File: src/rtl/booth_result_bcd.sv
// booth_result_bcd: signed 2N-bit product to sign + packed BCD via
// one-bit-per-clock double-dabble. Ports: clk, rst (async active-low),
// valid/binario in; busy, done, signo, bcd, blank out.
// Optional leading-zero blanking mask enabled by macro BCD_BLANK_EN.
module booth_result_bcd #(
   parameter int N      = 8,
   parameter int DIGITS = 5
) (
   input  logic                  clk,
   input  logic                  rst,
   input  logic                  valid,
   input  logic [2*N-1:0]        binario,
   output logic                  busy,
   output logic                  done,
   output logic                  signo,
   output logic [4*DIGITS-1:0]   bcd,
   output logic [DIGITS-1:0]     blank
);

   localparam int W  = 2 * N;
   localparam int BW = 4 * DIGITS;
   localparam int CW = $clog2(W + 1);
   localparam logic [CW-1:0] LAST = CW'(W - 1);

   typedef enum logic {IDLE, CONVERT} state_t;

   state_t          state, state_nxt;
   logic [W-1:0]    mag;
   logic [BW-1:0]   acc, acc_nxt;
   logic [CW-1:0]   cnt;
   logic            sign_r;
   logic            start, last;

   // add 3 to every digit >= 5 ahead of the shift
   function automatic logic [BW-1:0] adj3(input logic [BW-1:0] a);
      logic [BW-1:0] r;
      r = a;
      for (int i = 0; i < DIGITS; i++)
         if (a[4*i +: 4] >= 4'd5)
            r[4*i +: 4] = a[4*i +: 4] + 4'd3;
      return r;
   endfunction

   // the digit-range rule guarantees the dropped top bit is zero
   assign acc_nxt = BW'({adj3(acc), mag[W-1]});
   assign busy    = (state == CONVERT);

   always_ff @(posedge clk or negedge rst) begin
      if (!rst) state <= IDLE;
      else      state <= state_nxt;
   end

   always_comb begin
      state_nxt = state;
      start     = 1'b0;
      last      = 1'b0;
      unique case (state)
         IDLE: begin
            if (valid) begin
               start     = 1'b1;
               state_nxt = CONVERT;
            end
         end
         CONVERT: begin
            if (cnt == LAST) begin
               last      = 1'b1;
               state_nxt = IDLE;
            end
         end
      endcase
   end

   always_ff @(posedge clk or negedge rst) begin
      if (!rst) begin
         mag    <= '0;
         acc    <= '0;
         cnt    <= '0;
         sign_r <= 1'b0;
         done   <= 1'b0;
         signo  <= 1'b0;
         bcd    <= '0;
      end else begin
         done <= 1'b0;
         if (start) begin
            sign_r <= binario[W-1];
            // most negative value maps to 2^(W-1) without overflow
            mag    <= binario[W-1] ? (~binario + 1'b1) : binario;
            acc    <= '0;
            cnt    <= '0;
         end else if (state == CONVERT) begin
            acc <= acc_nxt;
            mag <= {mag[W-2:0], 1'b0};
            cnt <= cnt + 1'b1;
            if (last) begin
               bcd   <= acc_nxt;
               signo <= sign_r;
               done  <= 1'b1;
            end
         end
      end
   end

`ifdef BCD_BLANK_EN
   logic [DIGITS-1:0] blank_nxt, blank_r;

   // a digit blanks when it and every digit above it are zero
   always_comb begin
      logic seen;
      seen      = 1'b0;
      blank_nxt = '0;
      for (int i = DIGITS - 1; i >= 1; i--) begin
         if (acc_nxt[4*i +: 4] != 4'd0) seen = 1'b1;
         blank_nxt[i] = ~seen;
      end
   end

   always_ff @(posedge clk or negedge rst) begin
      if (!rst)      blank_r <= '0;
      else if (last) blank_r <= blank_nxt;
   end

   assign blank = blank_r;
`else
   assign blank = '0;
`endif

endmodule

File: config.mk
export PLATFORM = sky130hd
export DESIGN_NAME = booth_result_bcd
export DESIGN_NICKNAME = d
export VERILOG_FILES = /design/src/rtl/booth_result_bcd.sv
export SDC_FILE = /design/constraint.sdc
export NUM_CORES = 1
export LEC_CHECK = 0
export CELL_PAD_IN_SITES_DETAIL_PLACEMENT = 1
export CELL_PAD_IN_SITES_GLOBAL_PLACEMENT = 1
export CORE_ASPECT_RATIO = 0.6
export CORE_MARGIN = 2
export CORE_UTILIZATION = 38
export DETAILED_ROUTE_END_ITERATION = 8
export PLACE_DENSITY_LB_ADDON = 0.1
export SYNTH_ARGS = -nofsm -noshare
export SYNTH_HDL_FRONTEND = slang
export SYNTH_SLANG_ARGS = --single-unit
export TNS_END_PERCENT = 5
File: constraint.sdc
create_clock -name clk -period 1.6 [get_ports clk]
set_input_delay 0.4 -clock clk [delete_from_list [all_inputs] [get_ports clk]]
set_output_delay 0.4 -clock clk [all_outputs]
set_load 0.02 [all_outputs]
==> results by group, run 1 <==
Yosys
  – Synth area leader: dfrtp_1
  – Post-synth EDFFs: 0
  – Yosys top cell area share: 0.475
  – Syn. warnings: 0
  – Synthesized area per cell: between 9 and 10 sq um
  – Seq cells post-synth: 65
  – Largest cells by area after synthesis: dfrtp_1 48%, nand2_1 6.0%, o21ai_0 6.0%
  – Synth async-reset ratio: 1.00
  – Syn Inst Count: roughly 360
  – Synth Flop Type: dfrtp_1
  – Post-Synthesis Cell Area: around 3400 sq um
  – Post-synthesis sequential area ratio: 0.475
  – Yosys cell types: 40

Clock tree
  – TritonCTS Buffers: 9
  – Clock sinks: 65
  – Clk root buf: clkbuf_16
  – CTS max path bufs: 2
  – Clock-pin slew on the worst setup and hold paths: around 0.06 ns
  – CTS H-tree lvls: 3
  – CTS tree: done
  – Worst-Skew Late Latency: ~0.33 ns

Timing
  – Max Clk Rate: a little over 0.6 GHz
  – Max Transition Viols Final: 0
  – RSZ-0062 raised after global routing: yes
  – Final setup margin: -0.00417 ns
  – Fin. Hold Viols: 0
  – Final period util: 1.00
  – Final setup violation count: 1
  – Clk_skew: slightly above 0.006 ns
  – WHS: 0.469 ns
  – Post-layout minimum cycle time: roughly 1.6 ns

Global routing
  – Largest net degree at the start of global routing: 56
  – Initial antenna violation count: 0
  – Total GRT Usage: 0.196
  – Global-route wire length before repair: between 15000 and 20000 microns
  – Vias in the first global route: a little over 3000
  – Overflow after GRT: 0

Power and ir drop
  – PwrDens: around 1900 nW/um^2
  – Maximum vdd drop: 1.02 mV
  – Leakage: 2.32 nW

Critical path
  – Critical Path Start Type: input port
  – Worst-path fanout max: 7
  – Critical path class: input port to flip-flop
  – Arrival time worst endpoint: about 1.8 ns
  – CP endpoint kind: flip-flop
  – CP required: around 1.8 ns

Routing
  – Vias/cell: between 5 and 6
  – Initial DRC Count: between 90 and 100
  – Vias: around 2900
  – Routed WL: approximately 9100 microns
  – DR WL/cell: 16.2 microns
  – Post-route ant nets: 0
  – Router iterations before antenna repair: 4
  – # DRC: 0

Placement
  – Detailed placement HPWL: between 6000 and 7000 microns
  – Placement Setup Slack: -0.529 ns
  – IO Port Bufs: 41
  – RD Place Congestion: between 0.7 and 0.8
  – Post-placement cell count: approximately 540
  – Placed cell areas: between 4000 and 5000 sq um

Final layout
  – Finished Layout Cells: 560
  – Most frequent cells in the layout: 62 x dfrtp_1, 53 x nand2_1, 43 x buf_4
  – Antenna diodes: 0
  – Nets: 475
  – Final Util: 0.557
  – Layout cells sized above 1: 0.261
  – Post-route cell area: 4800 sq um
  – Area Growth Syn to Fin: 40.2%
  – Most common cell after layout, fill and taps aside: dfrtp_1

Floorplanning
  – Std cell rows: 26
  – Core area: 8620 sq um
  – Die W: about 130 microns
  – Die Y: between 70 and 80 microns
  – Initial Util: 0.397
  – Total I/O pin count: 47
  – Die ar.: about 9800 sq um

Status
  – Status: finished, violations left
  – Failing checks: setup timing

Job
  – Max-Cap Viols: 0

Worst hold path
  – HP Class: flip-flop to flip-flop
==> Yosys cell counts, types with 3 or more instances <==
| library cell | count |
|---|---|
| a21o_1 | 7 |
| a21oi_1 | 18 |
| a22o_1 | 4 |
| a31oi_1 | 3 |
| and2_1 | 4 |
| buf_4 | 5 |
| clkbuf_1 | 15 |
| dfrtp_1 | 65 |
| ha_1 | 13 |
| inv_1 | 16 |
| mux2_2 | 7 |
| mux2i_1 | 12 |
| nand2_1 | 55 |
| nand2b_1 | 10 |
| nand3_1 | 4 |
| nor2_1 | 14 |
| nor3_1 | 3 |
| nor3b_1 | 9 |
| o21ai_0 | 41 |
| o21ai_1 | 7 |
| o31ai_1 | 7 |
| or3_1 | 6 |
| xnor2_1 | 10 |
| xor2_1 | 8 |
==> cell type report <==
cell class | instances | area, sq um
tap | 112 | 140
sequential | 65 | 1630
timing repair buffer | 88 | 774
multi-input combinational | 262 | 1850
fill | 969 | 3820
clock buffer | 11 | 253
inverter | 17 | 68.8
clock inverter | 5 | 77.6
==> worst max-delay path, stage by stage <==
cell and delay (ns):
dlygate4sd2_1 0.28, nor4_2 0.30, buf_4 0.22, a41oi_2 0.11, xnor2_1 0.24, a211oi_2 0.11
a21o_1 0.17
==> cells by family after synthesis <==
| kind of cell | after synthesis | synth area share |
|---|---|---|
| flip-flops | 65 | 0.475 |
| multiplexers | 19 | 0.0581 |
| XOR/XNOR | 18 | 0.0461 |
| buffers and inverters | 39 | 0.0490 |
| other | 1 | 0.00110 |
| AND/OR/NAND/NOR | 111 | 0.157 |
| AO/OA/AOI/OAI | 96 | 0.166 |
| adder cells (fa/ha/maj) | 13 | 0.0475 |
==> power breakdown <==
group / internal [mW] / switching, mW
clock: 1.44 / 0.728
sequential: 2.39 / 0.541
combinational: 1.81 / 2.27
total: 5.65 / 3.54
==> path summary, 6_finish.rpt <==
| path | slack [ns] | startpoint | endpoint | depth (start not counted) |
|---|---|---|---|---|
| hold reg to reg | 0.47 | bcd[17] | bcd[17] | 2 |
| min in group asynchronous | 0.49 | rst | bcd[2] | 2 |
| max in group asynchronous | 0.51 | rst | busy | 3 |
| hold / removal | 0.47 | bcd[17] | bcd[17] | 2 |
| setup / recovery | -0.004 | binario[3] | mag[13] | 7 |
| setup reg to reg | 0.02 | cnt[1] | signo | 6 |
==> repair_timing <==
| item | in CTS | in global routing |
|---|---|---|
| buffers inserted | 0 | 2 |
| resized for setup | 40 | 53 |
| setup endpoints to repair | 49 | 43 |
| pin swaps | 2 | 22 |
| hold endpoints to repair | 10 | 0 |
| hold buffers | 1 | 0 |
==> sequential cells by signal (all words and copies together) (netlist names) <==
signal  cells
cnt         5
busy        1
sign_r      1
done        1
signo       1
bcd        20
acc        20
mag        16
==> per-stage QoR <==
step	TNS [ns]	power, mW
6_report	-0.00417	9.19
5_1_grt	-0.328	9.98
4_1_cts	-0.770	8.99
3_5_place_dp	-10.05	6.92
3_3_place_gp	-9.24	6.72
2_1_floorplan	-0.00479	5.33
==> layer usage <==
metal  routed length (microns)  share of wire  GRT usage  vias to the layer above
met4                        76         0.0084     0.0396                        0
met2                      4180           0.46      0.304                       38
met3                       300          0.033     0.0517                        9
met5                         0              0          0                        -
li1                          -              -          -                     1402
met1                      4510           0.50      0.277                     1424
Note: power is estimated with default switching activity, not from simulation.
==> inputs of run 2 (changes only) <==
--- a/config.mk
+++ b/config.mk
@@ -9,10 +9,11 @@
 export CELL_PAD_IN_SITES_GLOBAL_PLACEMENT = 1
 export CORE_ASPECT_RATIO = 0.6
 export CORE_MARGIN = 2
-export CORE_UTILIZATION = 38
+export CORE_UTILIZATION = 45
 export DETAILED_ROUTE_END_ITERATION = 8
 export PLACE_DENSITY_LB_ADDON = 0.1
+export SKIP_LAST_GASP = 1
 export SYNTH_ARGS = -nofsm -noshare
 export SYNTH_HDL_FRONTEND = slang
 export SYNTH_SLANG_ARGS = --single-unit
-export TNS_END_PERCENT = 5
+export TNS_END_PERCENT = 50
==> constraint.sdc (replaced) <==
create_clock -name clk -period 1.95 [get_ports clk]
set_input_delay 0.4875 -clock clk [delete_from_list [all_inputs] [get_ports clk]]
set_output_delay 0.4875 -clock clk [all_outputs]
set_load 0.02 [all_outputs]
==> run 2 against run 1 <==
Against the previous run: the flow now finishes without violations; flip-flop and latch count stayed put; setup slack gained 0.038 ns; via count grew 1.2%; critical path depth unchanged; highest routed layer unchanged.
==> results by group, run 2 (synthesized netlist as in run 1, its figures left out) <==
Routing
  – Post-route ant nets: 0
  – Vias: between 2000 and 3000
  – Initial DRC Count: approximately 110
  – Routed WL: between 9000 and 10000 microns
  – Vias/cell: ~5.4
  – DR WL/cell: ~18 microns
  – # DRC: 0
  – Router iterations before antenna repair: 4

Clock tree
  – TritonCTS Buffers: 9
  – Clock sinks: 65
  – Clock-pin slew on the worst setup and hold paths: around 0.060 ns
  – CTS H-tree lvls: 3
  – Clk root buf: clkbuf_16
  – Worst-Skew Late Latency: 0.33 ns
  – CTS tree: done
  – CTS max path bufs: 2

Global routing
  – Global-route wire length before repair: roughly 16000 microns
  – Overflow after GRT: 0
  – Largest net degree at the start of global routing: between 60 and 70
  – Initial antenna violation count: 0
  – Vias in the first global route: 3023
  – Total GRT Usage: 0.246

Critical path
  – R2r endpoint: bcd[6]
  – CP endpoint kind: flip-flop
  – Worst-path fanout max: 7
  – CP required: roughly 2.2 ns
  – Critical Path Start Type: input port
  – Arrival time worst endpoint: between 2 and 2.5 ns
  – Origin of the critical flop-to-flop path: cnt[0]
  – R2R Setup Slk: 0.08 ns
  – Critical path class: input port to flip-flop
  – Cells on worst reg2reg path: 7

Final layout
  – Finished Layout Cells: about 540
  – Post-route cell area: ~4400 sq um
  – Antenna diodes: 0
  – Layout cells sized above 1: 0.150
  – Final Util: 0.607
  – Most common cell after layout, fill and taps aside: dfrtp_1
  – Most frequent cells in the layout: 64 x dfrtp_1, 54 x nand2_1, 41 x o21ai_0
  – Largest registers: acc (20), bcd (20), mag (16)
  – Nets: between 400 and 500
  – Area Growth Syn to Fin: 29.9%

Timing
  – RSZ-0062 raised after global routing: yes
  – Final period util: 0.982
  – Max_slew headroom: 0.551
  – Slew @ Worst Pin: roughly 0.67 ns
  – Max Transition Viols Final: 0
  – Setup TNS: 0 ns
  – WHS: between 0.15 and 0.2 ns
  – Fin. Hold Viols: 0
  – Post-layout minimum cycle time: roughly 1.9 ns
  – Clk_skew: between 0.008 and 0.009 ns
  – Final setup violation count: 0
  – Max Clk Rate: between 0.5 and 0.6 GHz

Floorplanning
  – Die ar.: 8340 sq um
  – Die W: around 120 microns
  – Total I/O pin count: 47
  – Die Y: slightly above 70 microns
  – Std cell rows: 24
  – Initial Util: 0.467
  – Core area: about 7300 sq um

Placement
  – Detailed placement HPWL: 6590 microns
  – IO Port Bufs: between 40 and 50
  – Post-placement cell count: slightly above 500
  – Placed cell areas: between 4000 and 5000 sq um
  – RD Place Congestion: between 0.8 and 0.9

Power and ir drop
  – Sequential Power Share: 0.339
  – Maximum vdd drop: slightly above 1 mV
  – Comb power frac: 0.452
  – PwrDens: 1610 nW/um^2
  – Clock share of power: 0.209
  – Int Pwr: 4.29 mW
  – Leakage: 2.05 nW
  – Switching share of power: 0.400
  – NetSw: roughly 2.9 mW

Worst hold path
  – HP Class: input port to async pin

Status
  – Status: finished clean

Job
  – Max-Cap Viols: 0
[run 2: worst max-delay path by stage]
stage                startpoint       to  slack, ns  cells after the start
global route         binario[4]  mag[12]      -0.07                      7
CTS                 binario[10]  mag[15]     -0.008                      6
finish               binario[4]  mag[13]       0.03                      7
floorplan                cnt[0]  bcd[10]       0.21                      7
detailed placement  binario[10]  mag[15]      -0.34                      6
global placement     binario[4]   mag[7]      -0.23                      6
[run 2: routing by layer]
metal  vias to the layer above  track usage  wire length (microns)
li1                       1375            -                      -
met1                      1473        0.331                   4480
met2                        49        0.402                   4860
met3                        11       0.0643                    280
met4                         0       0.0614                     85
met5                         -            0                      0
[run 2: through the flow]
step	power, mW	setup WS [ns]
after floorplan	4.37	0.214
after global placement	5.37	-0.229
after detailed placement	5.60	-0.337
after CTS	7.18	-0.00811
after global routing	7.72	-0.0691
final	7.15	0.0343
[run 2: final cells by class]
| class | count | area [sq um] |
|---|---|---|
| sequential | 65 | 1630 |
| inverter | 17 | 67.6 |
| timing repair buffer | 74 | 678 |
| clock buffer | 13 | 260 |
| tap | 104 | 130 |
| clock inverter | 3 | 15.0 |
| fill | 845 | 2880 |
| multi-input combinational | 262 | 1670 |
[run 2: power by group through the flow]
stage / clock network (mW) / logic, mW / registers, mW
finish: 1.50 / 3.23 / 2.43
global route: 1.59 / 3.62 / 2.51
CTS: 1.52 / 3.23 / 2.42
detailed placement: 0 / 3.17 / 2.43
global placement: 0 / 2.99 / 2.38
floorplan: 0 / 1.81 / 2.55
[run 2: worst max-delay path: stages]
cell	delay [ns]
clkdlybuf4s50_1	0.47
nor4_2	0.37
buf_4	0.22
a41oi_1	0.12
xnor2_1	0.15
a211oi_1	0.25
a21o_1	0.11
[run 2: repair_timing]
item                       CTS  global route
resized for setup            1             4
hold buffers                 0             0
setup buffers                3             1
pin swaps                    0             2
setup endpoints to repair    6            10
gates cloned                 0             0
==> inputs of run 3 (changes only) <==
--- a/config.mk
+++ b/config.mk
@@ -10,6 +10,7 @@
 export CORE_ASPECT_RATIO = 0.6
 export CORE_MARGIN = 2
 export CORE_UTILIZATION = 45
+export CTS_BUF_LIST = sky130_fd_sc_hd__clkbuf_4 sky130_fd_sc_hd__clkbuf_8
 export DETAILED_ROUTE_END_ITERATION = 8
 export PLACE_DENSITY_LB_ADDON = 0.1
 export SKIP_LAST_GASP = 1
==> run 3 against run 2 <==
Against the previous run: highest routed layer unchanged; count of clock-buffer cells in the layout unchanged; power down 7.0%; global-route usage down 0.99 points; critical path depth down 1.
==> results by group, run 3 (synthesized netlist as in run 1, its figures left out) <==
Critical path
  – CP required: between 2 and 2.5 ns
  – R2r endpoint: bcd[6]
  – Critical Path Start Type: input port
  – Cells on worst reg2reg path: 7
  – Arrival time worst endpoint: 2.16 ns
  – CP endpoint kind: flip-flop
  – Origin of the critical flop-to-flop path: cnt[0]
  – Worst-path fanout max: 3
  – Critical path class: input port to flip-flop
  – R2R Setup Slk: 0.09 ns

Timing
  – WHS: 0.162 ns
  – Max Transition Viols Final: 0
  – Max_slew headroom: 0.535
  – Final setup violation count: 0
  – Fin. Hold Viols: 0
  – Max Clk Rate: 0.527 GHz
  – Post-layout minimum cycle time: between 1.5 and 2 ns
  – Final period util: 0.974
  – Slew @ Worst Pin: 0.695 ns
  – Clk_skew: roughly 0.0086 ns
  – RSZ-0062 raised after global routing: yes

Floorplanning
  – Die W: between 100 and 150 microns
  – Initial Util: 0.467
  – Die Y: between 70 and 80 microns
  – Total I/O pin count: 47
  – Die ar.: approximately 8300 sq um
  – Core area: roughly 7300 sq um
  – Std cell rows: 24

Power and ir drop
  – Final Power: between 6 and 7 mW
  – Leakage: about 2 nW
  – Maximum vdd drop: approximately 0.8 mV
  – PwrDens: 1540 nW/um^2

Global routing
  – Vias in the first global route: slightly below 3000
  – Global-route wire length before repair: 15300 microns
  – Initial antenna violation count: 0
  – Total GRT Usage: 0.236
  – Largest net degree at the start of global routing: between 60 and 70
  – Overflow after GRT: 0

Final layout
  – Largest registers: acc (20), bcd (20), mag (16)
  – Most frequent cells in the layout: 64 x dfrtp_1, 54 x nand2_1, 41 x o21ai_0
  – Post-route cell area: 4330 sq um
  – Finished Layout Cells: ~540
  – Antenna diodes: 0
  – Nets: 460
  – Most common cell after layout, fill and taps aside: dfrtp_1
  – Area Growth Syn to Fin: 26.5%
  – Layout cells sized above 1: 0.150
  – Final Util: 0.591

Routing
  – Post-route ant nets: 0
  – Router iterations before antenna repair: 4
  – Vias/cell: ~5.4
  – Vias: ~2900
  – Routed WL: ~9100 microns
  – Initial DRC Count: 112
  – DR WL/cell: about 17 microns
  – # DRC: 0

Clock tree
  – Clk root buf: clkbuf_8
  – TritonCTS Buffers: 9
  – CTS tree: done
  – CTS max path bufs: 2
  – Clock-pin slew on the worst setup and hold paths: around 0.07 ns
  – Worst-Skew Late Latency: between 0.3 and 0.4 ns
  – Post-CTS Hold Buffers: 0
  – Clock sinks: 65
  – CTS H-tree lvls: 3

Placement
  – RD Place Congestion: between 0.8 and 0.9
  – Placed cell areas: between 4000 and 5000 sq um
  – IO Port Bufs: 41
  – Detailed placement HPWL: 6590 microns
  – Post-placement cell count: 518

Status
  – Status: finished clean

Worst hold path
  – HP Class: input port to async pin

Job
  – Max-Cap Viols: 0
## run 3: cell count changes in the layout (fill, tap and decap cells not counted), moves of 2 or more
cell / change
clkbuf_8: +9
clkbuf_4: +2
clkbuf_16: -9
clkbuf_1: -2
## run 3: layout make-up
type,count,area (sq um)
clock buffers,13,166
clock inverters,3,15.0
fillers,854,3000
inverters,17,67.6
multi-input cells,262,1650
flip-flops and latches,65,1630
well taps,104,130
repair buffers,73,671
## run 3: worst max path at each step
stage	startpoint	end	slack (ns)
2_1_floorplan	cnt[0]	bcd[10]	0.21
3_3_place_gp	binario[4]	mag[7]	-0.23
3_5_place_dp	binario[10]	mag[15]	-0.34
4_1_cts	binario[8]	mag[13]	0.02
5_1_grt	binario[4]	mag[7]	-0.02
6_report	binario[4]	mag[7]	0.05
## run 3: through the flow
step / setup slack, ns / TNS (ns)
2_1_floorplan: 0.214 / 0
5_1_grt: -0.0217 / -0.0320
3_3_place_gp: -0.229 / -1.77
3_5_place_dp: -0.337 / -2.65
6_report: 0.0514 / 0
4_1_cts: 0.0236 / 0
## run 3: power by group
part | internal (mW) | switching (mW)
combinational | 1.40 | 1.78
clock | 0.553 | 0.510
sequential | 1.96 | 0.453
## run 3: repair_timing
action,CTS,global route
setup buffers,3,0
endpoints found under the setup margin,5,10
gates resized for setup,1,2
## run 3: worst max-delay path: stages
cell and delay (ns):
clkdlybuf4s50_1 0.47, or4_4 0.57, o31ai_2 0.26, xnor2_1 0.15, mux2i_1 0.09, o21ai_1 0.13
## run 3: routing by layer
| metal | track usage | routed length [microns] | vias to the layer above |
|---|---|---|---|
| li1 | - | - | 1372 |
| met1 | 0.337 | 4380 | 1456 |
| met2 | 0.376 | 4370 | 52 |
| met3 | 0.0533 | 314 | 10 |
| met4 | 0.0471 | 66 | 0 |
| met5 | 0 | 0 | - |
==> RTL change: new RTL, config.mk and constraints of run 1 <==
The parameter `DIGITS` goes from 5 to 4.
--- a/src/rtl/booth_result_bcd.sv
+++ b/src/rtl/booth_result_bcd.sv
@@ -6,3 +6,3 @@
    parameter int N      = 8,
-   parameter int DIGITS = 5
+   parameter int DIGITS = 4
 ) (
Interface: changed (resized bcd and blank); port bits go from 47 to 42. No check against the original RTL was run, so the function may have changed too.
==> RTL change against run 1 <==
The flow still finishes with violations (setup timing). Sequential cell count down 8. Synthesized area down 12%. Synthesized cell count down 18%. Setup slack worse by 0.0070 ns. Design area down 13%. Clock power down 9.2%. Wire length down 14%. Total power down 15%. Critical path type is now flip-flop to flip-flop. Highest routed layer unchanged.
==> RTL change: results (changes against run 1) <==
* CP max stage delay at 0.39 ns (+0.09 ns)
* Final wirelength at 7790 um (-14%)
* Commonest cells in the synthesized netlist: dfrtp_1, nand2_1, o21ai_1, a22o_1
* Post-route non-filler standard cell count at 490 (-13%)
* Hold crit path type: input pin to async pin
* Final setup fails at 2 (+1)
* Pin count of the biggest net entering global routing at 58 (+3.6%)
* Root Buffer: clkbuf_16
* Cells after Synth at 298 (-18%)
* Sequential area share after synthesis at 0.475 (-0.000518)
* Dpl cell area at 0.00381 mm2 (-9.9%)
* Number of DRC markers in iteration 0 at 79 (-13%)
* Fraction of layout instances using a drive strength above 1 at 0.264 (+0.00324)
* Async set-reset flop share out of synthesis at 1.00 (unchanged)
* Slowest stage cell, crit path: dfrtp_1
* Clock-pin slew on the worst setup and hold paths at 0.05 ns
* Clock Latency Late Sink at 0.33 ns (about the same)
* Main area contributors after synthesis: dfrtp_1, nand2_1, ha_1, a22o_1, xnor2_1
* Synth unique cells at 39 (-2.5%)
* DR pass1 iterations at 4 (unchanged)
* CP max FO at 3 (-4)
* Pre-CTS setup slack at -0.969 ns (-0.439 ns)
* Number of CTS-inserted buffers at 9 (unchanged)
* H-tree levels at 3 (unchanged)
* Leak at 2.04 nW (-12%)
* Peak VDD IR at 0.810 mV (-21%)
* Failing checks: setup timing
* Most used flip-flop cell after synthesis: dfrtp_1
* Top delay family on crit path: flip-flops
* Hpwl dp at 5360 um (-15%)
* Critical path arrival at 1.82 ns (about the same)
* Vias in the first global route at 2553 (-15%)
* Initial antenna violation count at 0 (unchanged)
* Nets at 407 (-14%)
* Vias per inst at 4.93 (-3.8%)
* Ant. Diodes at 0 (unchanged)
* Dpl cells at 471 (-13%)
* Post-route clock skew at 0.00574 ns (-0.000479 ns)
* Tot GR Track Use at 0.193 (-0.00270)
* Yosys warning total at 0 (unchanged)
* Run status: finished with violations
* Fillers at 864 (-11%)
* First-pass GRT wire length at 12800 um (-17%)
* Post-synth EDFFs at 0 (unchanged)
* Final GP Congestion at 0.767 (-2.9%)
* Final WS setup at -0.0112 ns (-0.00705 ns)
* # port buffers at 37 (-9.8%)
* Buffer levels on the longest clock path at 2 (unchanged)
* Largest regs: acc x16, bcd x16, mag x16
[RTL change: changes by cell type after synthesis, sizes merged, moves of 4 or more]
cell | before | now
a22oi | 1 | 6
o21ai | 48 | 29
nand2 | 55 | 51
a21o | 7 | 0
dfrtp | 65 | 57
and2 | 4 | 0
a22o | 4 | 15
nor2 | 14 | 10
nor3b | 9 | 3
a21oi | 18 | 6
inv | 17 | 13
[RTL change: power breakdown]
part / total (W) / switching (W) / internal, W
sequential: 0.00251 / 0.000446 / 0.00206
clock: 0.00197 / 0.000644 / 0.00133
combinational: 0.00331 / 0.00171 / 0.00160
[RTL change: per-stage QoR]
| stage | hold slack (ns) | TNS, ns | util |
|---|---|---|---|
| CTS | 0.0777 | -0.153 | 0.536 |
| detailed placement | 0.430 | -12.02 | 0.491 |
| global placement | 0.429 | -10.58 | 0.491 |
| finish | 0.0512 | -0.0157 | 0.541 |
| global route | 0.0884 | -0.537 | 0.541 |
| floorplan | 0.104 | -0.847 | - |
[RTL change: final timing paths]
kind                       slack, ns  cells after the start             endpoint                from
setup / recovery               -0.01                      6   bcd[0]$_DFFE_PN0P_  cnt[1]$_DFFE_PN0P_
hold / removal                  0.05                      2   bcd[3]$_DFFE_PN0P_                 rst
setup reg to reg               -0.01                      6   bcd[0]$_DFFE_PN0P_  cnt[1]$_DFFE_PN0P_
hold reg to reg                 0.46                      2   bcd[8]$_DFFE_PN0P_  bcd[8]$_DFFE_PN0P_
max in group asynchronous       1.27                      2  acc[10]$_DFFE_PN0P_                 rst
min in group clk                0.46                      2   bcd[8]$_DFFE_PN0P_  bcd[8]$_DFFE_PN0P_
[RTL change: kinds of logic (layout without fill, tap and decap cells)]
logic type,count (synthesis),in the layout,share of synthesized area
compound gates,72,72,0.175
flops,57,57,0.475
simple gates,87,87,0.136
fa+ha+maj,11,11,0.0458
other cells,1,4,0.00125
xor+xnor,19,19,0.0554
mux,18,18,0.0633
buf+inv,33,114,0.0491
[RTL change: cell type report]
type                            instances  area share
Multi-Input combinational cell        211       0.365
Clock buffer                           14      0.0653
Inverter                               13      0.0170
Timing Repair Buffer                   85       0.172
Clock inverter                          2     0.00835
Tap cell                              108      0.0322
Sequential cell                        57       0.340
[RTL change: worst reg2reg max path, cell delays in order (launching register included)]
cell and delay (ns):
dfrtp_1 0.39, ha_2 0.20, and3_1 0.18, ha_2 0.18, nand2_4 0.11, buf_6 0.11
mux2_2 0.33
[RTL change: per-layer routing]
layer  global-route usage  wire length (um)
met5                    0                 0
met4               0.0675                77
met3               0.0500               218
met2                0.299              3610
met1                0.266              3890
[RTL change: timing repair]
item                       4_1_cts  5_1_grt
setup endpoints to repair       49       27
gates resized for setup         63       12
pin swaps                        9        5
buffers inserted                 2        2
hold buffers                     0        0
